`src/rtl/irq_hs_arbiter_pkg.sv`:
```
// Shared types and codes for the multi-channel interrupt handshake arbiter.
// The cc_mux and uscite encodings feed the existing interrupt mux and status logic.
package irq_hs_pkg;

  typedef enum logic [2:0] {
    S_INIT   = 3'd0,
    S_WAIT   = 3'd1,
    S_INTR_1 = 3'd2,
    S_ENIN   = 3'd3,
    S_ENIN_W = 3'd4,
    S_INTR   = 3'd5,
    S_INTR_W = 3'd6
  } state_t;

  localparam logic [1:0] CC_ENIN  = 2'b01;
  localparam logic [1:0] CC_INTR  = 2'b10;
  localparam logic [1:0] CC_ACKIN = 2'b11;

  localparam logic [1:0] OUT_NORM = 2'b01;
  localparam logic [1:0] US_HOLD  = 2'b00;
  localparam logic [1:0] US_INTR  = 2'b11;

endpackage

```
`src/rtl/irq_hs_arbiter_if.sv`:
```
// Request/handshake bundle between peripherals and the arbiter.
// The master side drives requests and cont_eql; the slave (arbiter) drives everything else.
interface irq_hs_arbiter_if
  import irq_hs_pkg::*;
#(
  parameter int NUM_CH = 4,
  parameter int CNT_W  = 8,
  parameter int ID_W   = (NUM_CH > 1) ? $clog2(NUM_CH) : 1
) ();
  logic [NUM_CH-1:0] req;
  logic              cont_eql;
  logic [1:0]        cc_mux;
  logic [1:0]        uscite;
  logic              enable_count;
  logic              ackout;
  logic [ID_W-1:0]   grant_id;
  logic              busy;
  logic              timeout_err;
  logic [CNT_W-1:0]  svc_count;

  modport master (
    output req, cont_eql,
    input  cc_mux, uscite, enable_count, ackout, grant_id, busy, timeout_err, svc_count
  );

  modport slave (
    input  req, cont_eql,
    output cc_mux, uscite, enable_count, ackout, grant_id, busy, timeout_err, svc_count
  );
endinterface

```
`src/rtl/irq_hs_arbiter_rr_pick.sv`:
```
// Round-robin picker: first set request scanning circularly upward from i_ptr.
// Purely combinational so it can be exercised on its own.
module rr_pick
  import irq_hs_pkg::*;
#(
  parameter int NUM_CH = 4,
  parameter int ID_W   = (NUM_CH > 1) ? $clog2(NUM_CH) : 1
) (
  input  logic [NUM_CH-1:0] i_req,
  input  logic [ID_W-1:0]   i_ptr,
  output logic              o_found,
  output logic [ID_W-1:0]   o_idx
);
  logic [ID_W-1:0] w_pos;

  // Scan farthest-first so the nearest set bit from i_ptr is the last to win.
  always_comb begin
    o_found = |i_req;
    o_idx   = '0;
    w_pos   = '0;
    for (int k = NUM_CH - 1; k >= 0; k--) begin
      w_pos = ID_W'((int'(i_ptr) + k) % NUM_CH);
      if (i_req[w_pos]) o_idx = w_pos;
    end
  end
endmodule

```
`src/rtl/irq_hs_arbiter.sv`:
```
// Round-robin interrupt handshake controller: picks a channel, runs the
// enable-in / interrupt handshake on it, aborts overlong dwell and counts services.
module irq_hs_arbiter
  import irq_hs_pkg::*;
#(
  parameter int NUM_CH  = 4,
  parameter int TIMEOUT = 16,
  parameter int CNT_W   = 8
) (
  input logic              clock,
  input logic              reset,
  irq_hs_arbiter_if.slave  bus
);
  // state    | meaning
  // S_INIT   | post-reset, drive enable-in code once
  // S_WAIT   | idle, enable-in phase; pick leads to S_ENIN
  // S_INTR_1 | idle, interrupt phase; pick leads to S_INTR
  // S_ENIN   | granted, waiting for request to drop
  // S_ENIN_W | enable-in acknowledged, waiting to complete
  // S_INTR   | granted, waiting for request to drop
  // S_INTR_W | interrupt acknowledged, waiting to complete
  localparam int ID_W = (NUM_CH > 1) ? $clog2(NUM_CH) : 1;
  localparam int DW   = (TIMEOUT > 1) ? $clog2(TIMEOUT) : 1;

  state_t           r_state;
  logic [1:0]       r_cc_mux;
  logic [1:0]       r_uscite;
  logic             r_enable_count;
  logic             r_ackout;
  logic [ID_W-1:0]  r_grant_id;
  logic [ID_W-1:0]  r_rr_ptr;
  logic [DW-1:0]    r_dwell;
  logic             r_busy;
  logic             r_timeout_err;
  logic [CNT_W-1:0] r_svc_count;

  logic             w_found;
  logic [ID_W-1:0]  w_idx;
  logic             w_g;
  logic             w_busy_st;
  logic             w_timeout;
  logic [ID_W-1:0]  w_next_ptr;

  rr_pick #(.NUM_CH(NUM_CH), .ID_W(ID_W)) u_pick (
    .i_req   (bus.req),
    .i_ptr   (r_rr_ptr),
    .o_found (w_found),
    .o_idx   (w_idx)
  );

  assign w_g        = bus.req[r_grant_id];
  assign w_busy_st  = (r_state == S_ENIN) || (r_state == S_ENIN_W) ||
                      (r_state == S_INTR) || (r_state == S_INTR_W);
  assign w_timeout  = (TIMEOUT > 0) && w_busy_st && w_g && (r_dwell == DW'(TIMEOUT - 1));
  assign w_next_ptr = (r_grant_id == ID_W'(NUM_CH - 1)) ? '0 : r_grant_id + 1'b1;

  // Defaults at the top are overridden by whichever branch fires; any
  // branch that changes state also clears the dwell counter.
  always_ff @(posedge clock) begin
    if (reset) begin
      r_state        <= S_INIT;
      r_cc_mux       <= 2'b00;
      r_uscite       <= 2'b00;
      r_enable_count <= 1'b0;
      r_ackout       <= 1'b0;
      r_grant_id     <= '0;
      r_rr_ptr       <= '0;
      r_dwell        <= '0;
      r_busy         <= 1'b0;
      r_timeout_err  <= 1'b0;
      r_svc_count    <= '0;
    end else begin
      r_ackout       <= ~bus.cont_eql;
      r_enable_count <= ~bus.cont_eql;
      r_timeout_err  <= 1'b0;
      r_dwell        <= r_dwell + 1'b1;
      if (w_timeout) begin
        r_state       <= S_WAIT;
        r_uscite      <= OUT_NORM;
        r_cc_mux      <= CC_ENIN;
        r_rr_ptr      <= w_next_ptr;
        r_timeout_err <= 1'b1;
        r_busy        <= 1'b0;
        r_dwell       <= '0;
      end else begin
        unique case (r_state)
          S_INIT: begin
            r_state  <= S_WAIT;
            r_cc_mux <= CC_ENIN;
            r_uscite <= OUT_NORM;
            r_busy   <= 1'b0;
            r_dwell  <= '0;
          end
          S_WAIT, S_INTR_1: begin
            r_dwell <= '0;
            if (w_found) begin
              r_grant_id <= w_idx;
              r_uscite   <= US_HOLD;
              r_cc_mux   <= CC_ACKIN;
              r_busy     <= 1'b1;
              r_state    <= (r_state == S_WAIT) ? S_ENIN : S_INTR;
            end else begin
              r_uscite <= OUT_NORM;
              r_busy   <= 1'b0;
              r_cc_mux <= (r_state == S_WAIT) ? CC_INTR : CC_ENIN;
              r_state  <= (r_state == S_WAIT) ? S_INTR_1 : S_WAIT;
            end
          end
          S_ENIN: begin
            if (w_g) begin
              r_uscite <= US_HOLD;
              r_cc_mux <= CC_ACKIN;
            end else begin
              r_uscite       <= OUT_NORM;
              r_cc_mux       <= CC_ENIN;
              r_ackout       <= 1'b1;
              r_enable_count <= 1'b1;
              r_state        <= S_ENIN_W;
              r_dwell        <= '0;
            end
          end
          S_INTR: begin
            if (w_g) begin
              r_uscite <= US_HOLD;
              r_cc_mux <= CC_ACKIN;
            end else begin
              r_uscite <= US_INTR;
              r_cc_mux <= CC_INTR;
              r_state  <= S_INTR_W;
              r_dwell  <= '0;
            end
          end
          S_ENIN_W, S_INTR_W: begin
            if (w_g) begin
              r_uscite <= (r_state == S_ENIN_W) ? OUT_NORM : US_INTR;
              r_cc_mux <= (r_state == S_ENIN_W) ? CC_ENIN : CC_INTR;
            end else begin
              r_rr_ptr    <= w_next_ptr;
              r_svc_count <= r_svc_count + 1'b1;
              r_uscite    <= OUT_NORM;
              r_cc_mux    <= CC_ENIN;
              r_busy      <= 1'b0;
              r_state     <= S_WAIT;
              r_dwell     <= '0;
            end
          end
          default: begin
            r_state <= S_INIT;
            r_busy  <= 1'b0;
            r_dwell <= '0;
          end
        endcase
      end
    end
  end

  assign bus.cc_mux       = r_cc_mux;
  assign bus.uscite       = r_uscite;
  assign bus.enable_count = r_enable_count;
  assign bus.ackout       = r_ackout;
  assign bus.grant_id     = r_grant_id;
  assign bus.busy         = r_busy;
  assign bus.timeout_err  = r_timeout_err;
  assign bus.svc_count    = r_svc_count;
endmodule

```
`src/flat_wrapper.sv`:
```
// flat-port wrapper written by rule: the top's interface ports become plain ports
module irq_hs_arbiter_flat import irq_hs_pkg::*;
#(
  parameter int NUM_CH  = 4,
  parameter int TIMEOUT = 16,
  parameter int CNT_W   = 8
)
  (clock, reset, bus_req, bus_cont_eql, bus_cc_mux, bus_uscite, bus_enable_count, bus_ackout, bus_grant_id, bus_busy, bus_timeout_err, bus_svc_count);
  irq_hs_arbiter_if #(.NUM_CH(NUM_CH), .CNT_W(CNT_W)) bus_i ();
  input logic clock;
  input logic reset;
  input wire logic [$bits(bus_i.req)-1:0] bus_req;
  input wire logic [$bits(bus_i.cont_eql)-1:0] bus_cont_eql;
  output wire logic [$bits(bus_i.cc_mux)-1:0] bus_cc_mux;
  output wire logic [$bits(bus_i.uscite)-1:0] bus_uscite;
  output wire logic [$bits(bus_i.enable_count)-1:0] bus_enable_count;
  output wire logic [$bits(bus_i.ackout)-1:0] bus_ackout;
  output wire logic [$bits(bus_i.grant_id)-1:0] bus_grant_id;
  output wire logic [$bits(bus_i.busy)-1:0] bus_busy;
  output wire logic [$bits(bus_i.timeout_err)-1:0] bus_timeout_err;
  output wire logic [$bits(bus_i.svc_count)-1:0] bus_svc_count;
  assign bus_i.req = bus_req;
  assign bus_i.cont_eql = bus_cont_eql;
  assign bus_cc_mux = bus_i.cc_mux;
  assign bus_uscite = bus_i.uscite;
  assign bus_enable_count = bus_i.enable_count;
  assign bus_ackout = bus_i.ackout;
  assign bus_grant_id = bus_i.grant_id;
  assign bus_busy = bus_i.busy;
  assign bus_timeout_err = bus_i.timeout_err;
  assign bus_svc_count = bus_i.svc_count;
  irq_hs_arbiter #(.NUM_CH(NUM_CH), .TIMEOUT(TIMEOUT), .CNT_W(CNT_W)) u_core (.clock(clock), .reset(reset), .bus(bus_i));
endmodule
```
`config.mk`:
```
export PLATFORM = sky130hd
export DESIGN_NAME = irq_hs_arbiter_flat
export DESIGN_NICKNAME = d
export VERILOG_FILES = /design/src/rtl/irq_hs_arbiter_pkg.sv /design/src/rtl/irq_hs_arbiter_if.sv /design/src/rtl/irq_hs_arbiter_rr_pick.sv /design/src/rtl/irq_hs_arbiter.sv /design/src/flat_wrapper.sv
export SDC_FILE = /design/constraint.sdc
export NUM_CORES = 1
export LEC_CHECK = 0
export ABC_AREA = 1
export ABC_CLOCK_PERIOD_IN_PS = 2000
export BUFFER_PORTS_ARGS = -buffer_cell sky130_fd_sc_hd__buf_2
export CAP_MARGIN = 10
export CORE_ASPECT_RATIO = 1.4
export CORE_MARGIN = 4
export CORE_UTILIZATION = 50
export CTS_BUF_LIST = sky130_fd_sc_hd__clkbuf_4 sky130_fd_sc_hd__clkbuf_8
export DETAILED_ROUTE_END_ITERATION = 16
export PLACE_DENSITY = 0.72
export SETUP_SLACK_MARGIN = 0.15
export SYNTH_ARGS = -nofsm -noshare
export SYNTH_HDL_FRONTEND = slang
export SYNTH_SLANG_ARGS = --single-unit
```
`constraint.sdc`:
```
create_clock -name clock -period 2 [get_ports clock]
set_input_delay 0.2 -clock clock [delete_from_list [all_inputs] [get_ports clock]]
set_output_delay 0.2 -clock clock [all_outputs]
set_load 0.01 [all_outputs]
```
==> metrics.md, run 1 <==
| Metric | Value |
|---|---|
| Status | `finished, final reports clean` |
| DR DRC count | `0` |
| Endpoints failing hold | `0` |
| Number of global-route vias before repair | `1,258` |
| DR vias | `1,371` |
| Unrepaired setup endpoints after global routing | `no` |
| Inserted Diodes | `0` |
| Yosys warns | `0` |
| Post-CTS Setup Repair Bufs | `0` |
| First DRT Iteration DRCs | `38` |
| Yosys cell types | `30` |
| Commonest non-fill, non-tap cells in the layout | `nand2_1 (52), inv_1 (27), nor2_1 (26)` |
| Slew headroom | `78.9%` |
| Core footprint | `2700 um2` |
| Register area share after synthesis | `36.0%` |
| Io pins | `25` |
| Part of the cycle the worst path needs | `83.5%` |
| Vias per cell | `4.97` |
| Initial Util | `53.5%` |
| Number of flops mapped to enable cells by yosys | `0` |
| Number of clock sinks | `26` |
| Clock Latency Late Sink | `0.32 ns` |
| Share of cells above drive strength 1 | `20.8%` |
| Critical path type | `reg -> reg` |
| First-pass GRT wire length | `5060 um` |
| Setup crit start kind | `flip-flop` |
| Post-CTS sizing | `0` |
| Slew @ Worst Pin | `0.314 ns` |
| Maximum vdd drop | `581 uV` |
| Clk_skew | `0.00571 ns` |
| Mapped cell area | `1440 um2` |
| Power per cell area | `934 nW/um2` |
| Max Freq | `0.599 GHz` |
| Clk slew on worst S/H paths | `0.14 ns` |
| DRT Pass-1 Iters | `4` |
| Final setup viols | `0` |
| Top_reg_cell synth | `dfxtp_1` |
| Post-route ant nets | `0` |
| Largest net degree at the start of global routing | `15` |
| Clock Tree Root | `clkbuf_4` |
| CTS tree | `yes` |
| Crit path largest cell delay | `0.41 ns` |
| GR Overflow Total | `0` |
| Fin crit period | `1.67 ns` |
| GRT Total Usage | `16.7%` |
| Gpl congestion | `0.815` |
| #FFs+latches synth | `26` |
| Initial antenna violation count | `0` |
| Final HPWL DP | `2270 um` |
| Required @ worst endpoint | `2.23 ns` |
| Die Wd | `53.4 um` |
| Total negative slack | `0 ns` |
| # hold bufs at CTS | `0` |
| Nets | `251` |
| Leak | `0.821 nW` |
| Ordered cell list for the critical path | `inv_2, nor2_4, nand2_2, nand2_2, inv_2, a21oi_4, nand3_4, nand2_4, inv_2, nand2_2, nor2_1` |
| Worst min path class | `in -> reg` |
| Pins Over Slew Limit | `0` |
| Clock H-tree levels | `1` |
| Fin util | `60.2%` |
| Number of fill cells | `282` |
| Worst Path Arrival | `1.90 ns` |
| CP Capture Type | `flip-flop` |
| Max Cap Violations | `0` |
| CTS buffer count | `3` |
| DIE HEIGHT | `71.6 um` |
| Slowest-stage cell, CP | `dfxtp_1` |
| Syn nets | `226` |
| Mean post-synth cell area | `6.68 um2` |
| Wirelength per Cell | `10.4 um` |
| Most common cell after layout, fill and taps aside | `nand2_1` |
| # port buffers | `24` |
| P&R area growth vs syn | `12.4%` |
| CP Max Fanout | `7` |
| Longest Clk Path Bufs | `2` |
| Post-Syn Instances | `216` |
| Post-synth ARST share | `0%` |
| Die area | `3820 um2` |
| Routed Wire Length | `2870 um` |
| Rows | `22` |
-- cell usage after synthesis, drive strengths merged, types with 2 or more instances --
master / instances / area, um2
a21oi: 12 / 71.3
inv: 35 / 131
nand3: 20 / 118
ha: 3 / 37.5
nand4: 2 / 12.5
nand2: 59 / 244
nor2: 27 / 109
xor2: 2 / 17.5
o211ai: 2 / 15.0
dfxtp: 26 / 521
buf: 3 / 20.0
o21ai: 15 / 75.1
-- through the flow --
step	setup WS [ns]	cell area [um2]	std cells	hold slack [ns]	total power [mW]
detailed placement	0.283	1590	272	0.388	1.26
floorplan	0.527	1440	216	0.296	1.13
CTS	0.275	1620	276	0.0265	1.53
finish	0.329	1620	276	0.0382	1.52
global placement	0.305	1590	272	0.382	1.26
global route	0.182	1620	276	0.0383	1.65
-- layer usage --
layer | GRT usage (%) | part of all wire [%]
met1 | 21.0 | 45
met2 | 28.6 | 48
met3 | 3.12 | 5.2
met4 | 4.26 | 0.77
met5 | 0 | 0
-- final timing paths --
| kind | start | endpoint | slack (ns) | cells after the start |
|---|---|---|---|---|
| worst max-delay path | u_core.r_state[0] | u_core.r_dwell[3] | 0.33 | 11 |
| worst min-delay path | bus_cont_eql | u_core.bus.enable_count | 0.04 | 2 |
| worst max register to register | u_core.r_state[0] | u_core.r_dwell[3] | 0.33 | 11 |
| worst min register to register | u_core.r_dwell[0] | u_core.r_dwell[0] | 0.46 | 1 |
-- critical path: cells and delay by family (launching register included) --
family          cells  cell delay [ns]
flops               1             0.41
simple gates        7             0.75
compound gates      1             0.23
buf+inv             3             0.19
-- final cells by class --
class                      count  area, um2  share of cell area (%)
tap                           36       45.0                    2.78
inverter                      36        135                    8.33
clock buffer                   4       36.3                    2.24
multi-input combinational    150        764                    47.1
timing repair buffer          24        120                    7.40
sequential                    26        522                    32.2
-- sequential cells by signal (all words and copies together) (netlist names) --
name,flops
u_core.bus.svc_count,8
u_core.r_dwell,4
u_core.r_state,3
u_core.bus.cc_mux,2
u_core.bus.grant_id,2
u_core.bus.uscite,2
u_core.r_rr_ptr,2
u_core.bus.busy,1
u_core.bus.enable_count,1
u_core.bus.timeout_err,1
-- cell families (layout without fill, tap and decap cells) --
family	count (synthesis)	in the layout	synth area share (%)
simple gates	112	112	36.0
xor+xnor	3	3	1.82
flops	26	26	36.0
buf+inv	40	64	11.0
compound gates	32	32	12.6
fa+ha+maj	3	3	2.60
-- report_power, final --
part | internal [mW] | switching, mW
logic | 0.211 | 0.371
clock network | 0.111 | 0.153
registers | 0.596 | 0.0729
Note: power is estimated with default switching activity, not from simulation.
==> run 2, diff against run 1 <==
- ABC_CLOCK_PERIOD_IN_PS: 2000 -> 1600
- clock period: 2 -> 1.6 ns (I/O delays scaled with it)
==> run 2 against run 1 <==
  * Global-route usage up 0.77 points
  * Core utilization up 5.5 points
  * Sequential share of layout area down 1.8 points
  * Critical endpoint is now u_core.r_dwell[0]
  * Critical path depth unchanged
  * Clock power up 73%
  * Worst hold slack better by 0.056 ns
  * Via count up 2.8%
  * Final area up 9.1%
  * Die area unchanged
  * Sequential power up 28%
  * Register-to-register slack worse by 0.16 ns
==> metrics.md, run 2 (same netlist as run 1, synthesis figures left out) <==
| Metric | Value |
|---|---|
| Status | `finished, final reports clean` |
| Clock Latency Late Sink | `0.33 ns` |
| Commonest non-fill, non-tap cells in the layout | `nand2_1 (51), inv_1 (26), nor2_1 (24), buf_2 (24), dfxtp_1 (20)` |
| Endpoints failing hold | `0` |
| Routed Wire Length | `3090 um` |
| Io pins | `25` |
| Finished Layout Cells | `288` |
| Hold path startpoint | `reset` |
| Largest register FFs | `8` |
| CP Capture Type | `flip-flop` |
| Clk_skew | `0.0208 ns` |
| Nets | `263` |
| CTS tree | `yes` |
| DR vias | `1,410` |
| Critical path type | `reg -> reg` |
| Fin crit period | `1.43 ns` |
| R2r endpoint | `u_core.r_dwell[0]` |
| Clock Tree Root | `clkbuf_4` |
| CTS buffer count | `3` |
| Largest net degree at the start of global routing | `16` |
| Hold Path Depth | `2` |
| Initial Util | `53.5%` |
| R2R Path Start | `u_core.bus.grant_id[0]` |
| Vias per cell | `4.90` |
| Number of fill cells | `271` |
| Max Freq | `0.701 GHz` |
| Max Cap Violations | `0` |
| WP buf/inv | `3` |
| Wirelength per Cell | `10.7 um` |
| Setup crit start kind | `flip-flop` |
| DR DRC count | `0` |
| Hold Path End | `u_core.r_state[0]` |
| Required @ worst endpoint | `1.85 ns` |
| Crit path largest cell delay | `0.39 ns` |
| Worst min path class | `in -> reg` |
| Most frequent CP cell | `nand2_4` |
| Initial antenna violation count | `0` |
| Clock H-tree levels | `1` |
| Critical path's top delay family | `simple AND/OR/NAND/NOR gates` |
| Final setup viols | `0` |
| Ordered cell list for the critical path | `inv_2, nand2_1, nand3_1, nand2_2, buf_4, a21oi_4, nand3_4, nand2_4, inv_4, nand2_4, nor2_1` |
| Die area | `3820 um2` |
| Leak | `0.894 nW` |
| Number of clock sinks | `26` |
| Number of global-route vias before repair | `1,298` |
| Clk slew on worst S/H paths | `0.16 ns` |
| Rows | `22` |
| Slowest-stage cell, CP | `dfxtp_4` |
| Gpl congestion | `0.822` |
| Post-route ant nets | `0` |
| Total negative slack | `0 ns` |
| Area of the multi-input gates | `782 um2` |
| DRT Pass-1 Iters | `4` |
| Worst R2R Path Depth | `11` |
| Unrepaired setup endpoints after global routing | `yes` |
| P&R area growth vs syn | `22.6%` |
| First DRT Iteration DRCs | `35` |
| Slew headroom | `79.7%` |
| Placed Cells | `277` |
| Final HPWL DP | `2410 um` |
| GRT Total Usage | `17.5%` |
| Worst Path Arrival | `1.68 ns` |
| Hold_ws | `0.0947 ns` |
| Pins Over Slew Limit | `0` |
| CP Max Fanout | `7` |
| Die Wd | `53.4 um` |
| DIE HEIGHT | `71.6 um` |
| Share of cells above drive strength 1 | `27.8%` |
| Most common cell after layout, fill and taps aside | `nand2_1` |
| First-pass GRT wire length | `5160 um` |
| Core footprint | `2700 um2` |
| Slew @ Worst Pin | `0.303 ns` |
| Flop2flop setup slack | `0.17 ns` |
| GR Overflow Total | `0` |
| # port buffers | `24` |
| Register area | `538 um2` |
| Fin util | `65.6%` |
| Maximum vdd drop | `633 uV` |
| Part of the cycle the worst path needs | `89.1%` |
| Power per cell area | `1220 nW/um2` |
| Longest Clk Path Bufs | `2` |
| Inserted Diodes | `0` |
==> run 2: worst max-delay path by stage <==
stage                                start                end  slack (ns)  cells past startpoint
floorplan                u_core.r_state[1]  u_core.r_dwell[2]        0.16                     11
global route             u_core.r_state[0]  u_core.r_dwell[3]        0.08                     11
finish              u_core.bus.grant_id[0]  u_core.r_dwell[0]        0.17                     11
CTS                 u_core.bus.grant_id[1]  u_core.r_dwell[3]        0.15                     10
detailed placement       u_core.r_state[1]  u_core.r_dwell[3]        0.08                     11
global placement         u_core.r_state[1]  u_core.r_dwell[2]        0.12                     11
==> run 2: where the power goes <==
| group | total [mW] | leakage [nW] | switching [mW] | internal (mW) |
|---|---|---|---|---|
| Clock | 0.456 | 0.0279 | 0.203 | 0.253 |
| Sequential | 0.854 | 0.215 | 0.0951 | 0.759 |
| Combinational | 0.853 | 0.651 | 0.513 | 0.340 |
| Total | 2.16 | 0.894 | 0.811 | 1.35 |
==> run 2: metal layers <==
metal	part of all wire, %	up-vias	track usage [%]
li1	-	758	-
met1	44	620	20.3
met2	50	28	31.5
met3	4.9	4	2.91
met4	1.0	0	5.40
met5	0	-	0
==> run 2: worst register-to-register path: stages, from the launching register on <==
cell and delay (ns):
dfxtp_4 0.39, inv_2 0.05, nand2_1 0.05, nand3_1 0.07, nand2_2 0.07, buf_4 0.17
a21oi_4 0.15, nand3_4 0.14, nand2_4 0.12, inv_4 0.05, nand2_4 0.06, nor2_1 0.04
==> run 2: timing repair <==
item,CTS,global route
endpoints found under the hold margin,1,0
hold buffers,1,0
cloned,0,0
setup buffers,0,6
pin swaps,0,1
resized for setup,4,13
endpoints found under the setup margin,10,18
==> run 2: through the flow <==
step | area [um2] | setup slack [ns] | total power [mW]
final | 1770 | 0.174 | 2.16
after detailed placement | 1620 | 0.0831 | 1.64
after CTS | 1690 | 0.151 | 2.10
after floorplan | 1450 | 0.163 | 1.41
after global placement | 1620 | 0.124 | 1.64
after global routing | 1770 | 0.0807 | 2.32
==> run 2: final cells by class <==
type	count	area share [%]
clock buffers	3	1.27
inverters	36	7.92
clock inverters	1	1.70
flip-flops and latches	26	30.4
multi-input cells	150	44.2
well taps	36	2.54
repair buffers	36	12.0
==> run 3, diff against run 2 <==
- RECOVER_POWER: not set -> 50
==> run 3 against run 2 <==
  * Core utilization is 0.88 points lower
  * Sequential share of layout area is 0.34 points higher
  * Critical path depth is 1 lower
  * Sequential cell count stayed put
  * Worst setup slack worse by 0.0063 ns
  * Clock power hardly changed
  * Combinational power is 2% lower
  * Clock skew hardly changed
  * Final area is 1.3% lower
==> metrics.md, run 3 (same netlist as run 1, synthesis figures left out) <==
| Metric | Value |
|---|---|
| Number of fill cells | `277` |
| GRT Total Usage | `17.5%` |
| R2R Path Start | `u_core.bus.grant_id[1]` |
| Internal power | `1.34 mW` |
| Gpl congestion | `0.822` |
| Die area | `3820 um2` |
| Clock Tree Root | `clkbuf_4` |
| Routed Wire Length | `3080 um` |
| CTS tree | `yes` |
| First-pass GRT wire length | `5160 um` |
| Largest net degree at the start of global routing | `16` |
| Final setup viols | `0` |
| Required @ worst endpoint | `1.85 ns` |
| Critical Path Start | `u_core.bus.grant_id[1]` |
| Pins Over Slew Limit | `0` |
| Clk_skew | `0.0207 ns` |
| Most common cell after layout, fill and taps aside | `nand2_1` |
| Share of cells above drive strength 1 | `20.6%` |
| Core footprint | `2700 um2` |
| Power share of the combinational group | `38.9%` |
| Endpoints failing hold | `0` |
| Status | `finished, final reports clean` |
| Clk slew on worst S/H paths | `0.16 ns` |
| Hold_ws | `0.0912 ns` |
| Initial Util | `53.5%` |
| DRT Pass-1 Iters | `4` |
| Clock H-tree levels | `1` |
| P&R area growth vs syn | `21.0%` |
| CP Capture Type | `flip-flop` |
| Leak | `0.828 nW` |
| GR Overflow Total | `0` |
| Number of global-route vias before repair | `1,298` |
| Net switching fraction of the power | `37.8%` |
| Placed cell areas | `1620 um2` |
| Flop2flop setup slack | `0.17 ns` |
| Total negative slack | `0 ns` |
| Fin crit period | `1.43 ns` |
| First DRT Iteration DRCs | `34` |
| Net Sw Power | `0.810 mW` |
| Post-route ant nets | `0` |
| # port buffers | `24` |
| Worst Setup EP | `u_core.r_dwell[0]` |
| DR vias | `1,411` |
| Final Cell Area | `1750 um2` |
| Wirelength per Cell | `10.7 um` |
| DR DRC count | `0` |
| Critical path type | `reg -> reg` |
| Die Wd | `53.4 um` |
| CP Max Fanout | `7` |
| Slew headroom | `79.1%` |
| Inserted Diodes | `0` |
| Io pins | `25` |
| Worst R2R Path Depth | `10` |
| Commonest non-fill, non-tap cells in the layout | `nand2_1 (52), inv_1 (26), nor2_1 (24)` |
| Largest register FFs | `8` |
| Part of the cycle the worst path needs | `89.5%` |
| DIE HEIGHT | `71.6 um` |
| Rows | `22` |
| Final HPWL DP | `2410 um` |
| Reg power frac | `39.7%` |
| Nets | `263` |
| Max Freq | `0.698 GHz` |
| Initial antenna violation count | `0` |
| Power per cell area | `1230 nW/um2` |
| Vias per cell | `4.90` |
| Unrepaired setup endpoints after global routing | `yes` |
| Clock Latency Late Sink | `0.33 ns` |
| Setup crit start kind | `flip-flop` |
| Longest Clk Path Bufs | `2` |
| Worst Path Arrival | `1.68 ns` |
| CTS buffer count | `3` |
| Maximum vdd drop | `629 uV` |
| Worst min path class | `in -> reg` |
| Max Cap Violations | `0` |
| Slew @ Worst Pin | `0.310 ns` |
| Clock share of power | `21.3%` |
| Number of clock sinks | `26` |
| R2r endpoint | `u_core.r_dwell[0]` |
==> run 3: critical path, stage by stage, from the launching register on <==
cell     delay, ns
dfxtp_1       0.43
inv_1         0.06
nand3_1       0.09
nand2_2       0.07
buf_4         0.16
a21oi_4       0.15
nand3_4       0.15
nand2_4       0.12
inv_4         0.05
nand2_4       0.06
nor2_1        0.04
==> run 3: worst min path at each step <==
stage	from	endpoint	slack (ns)	cells after the start
3_5_place_dp	bus_cont_eql	u_core.bus.enable_count	0.34	2
2_1_floorplan	bus_cont_eql	u_core.bus.enable_count	0.26	1
4_1_cts	reset	u_core.r_state[0]	0.11	2
3_3_place_gp	bus_cont_eql	u_core.bus.enable_count	0.34	2
5_1_grt	reset	u_core.r_state[0]	0.11	2
6_report	reset	u_core.r_state[0]	0.09	2
==> run 3: through the flow <==
step / std cells / util [%] / setup WS [ns] / power (mW)
finish: 288 / 64.7 / 0.168 / 2.15
global route: 288 / 64.7 / 0.0679 / 2.31
CTS: 282 / 62.8 / 0.151 / 2.10
detailed placement: 277 / 60.2 / 0.0831 / 1.64
global placement: 277 / 60.2 / 0.124 / 1.64
floorplan: 216 / - / 0.163 / 1.41
==> run 3: layer usage <==
layer / GRT usage, % / vias up / part of all wire [%]
met5: 0 / - / 0
met4: 5.40 / 0 / 0.81
met3: 2.91 / 2 / 4.5
met2: 31.5 / 30 / 51
met1: 20.3 / 621 / 44
li1: - / 758 / -
==> run 3: cell type report <==
class	instances	area, um2	area share, %
Clock buffer	3	22.5	1.29
Clock inverter	1	30.0	1.72
Inverter	36	140	8.02
Multi-Input combinational cell	150	779	44.6
Sequential cell	26	537	30.7
Tap cell	36	45.0	2.58
Timing Repair Buffer	36	193	11.0
==> run 3: timing repair <==
action	CTS	global route
gates resized for setup	4	13
hold buffers	1	0
setup endpoints to repair	10	18
endpoints found under the hold margin	1	0
pin swaps	0	1
buffers inserted	0	6
==> run 3: power groups by stage <==
stage          registers [mW]  clock network (mW)  logic, mW
3_5_place_dp            0.853                   0      0.788
6_report                0.853               0.458      0.836
4_1_cts                 0.844               0.463      0.797
5_1_grt                 0.870               0.492      0.945
2_1_floorplan           0.851                   0      0.557
3_3_place_gp            0.849                   0      0.793
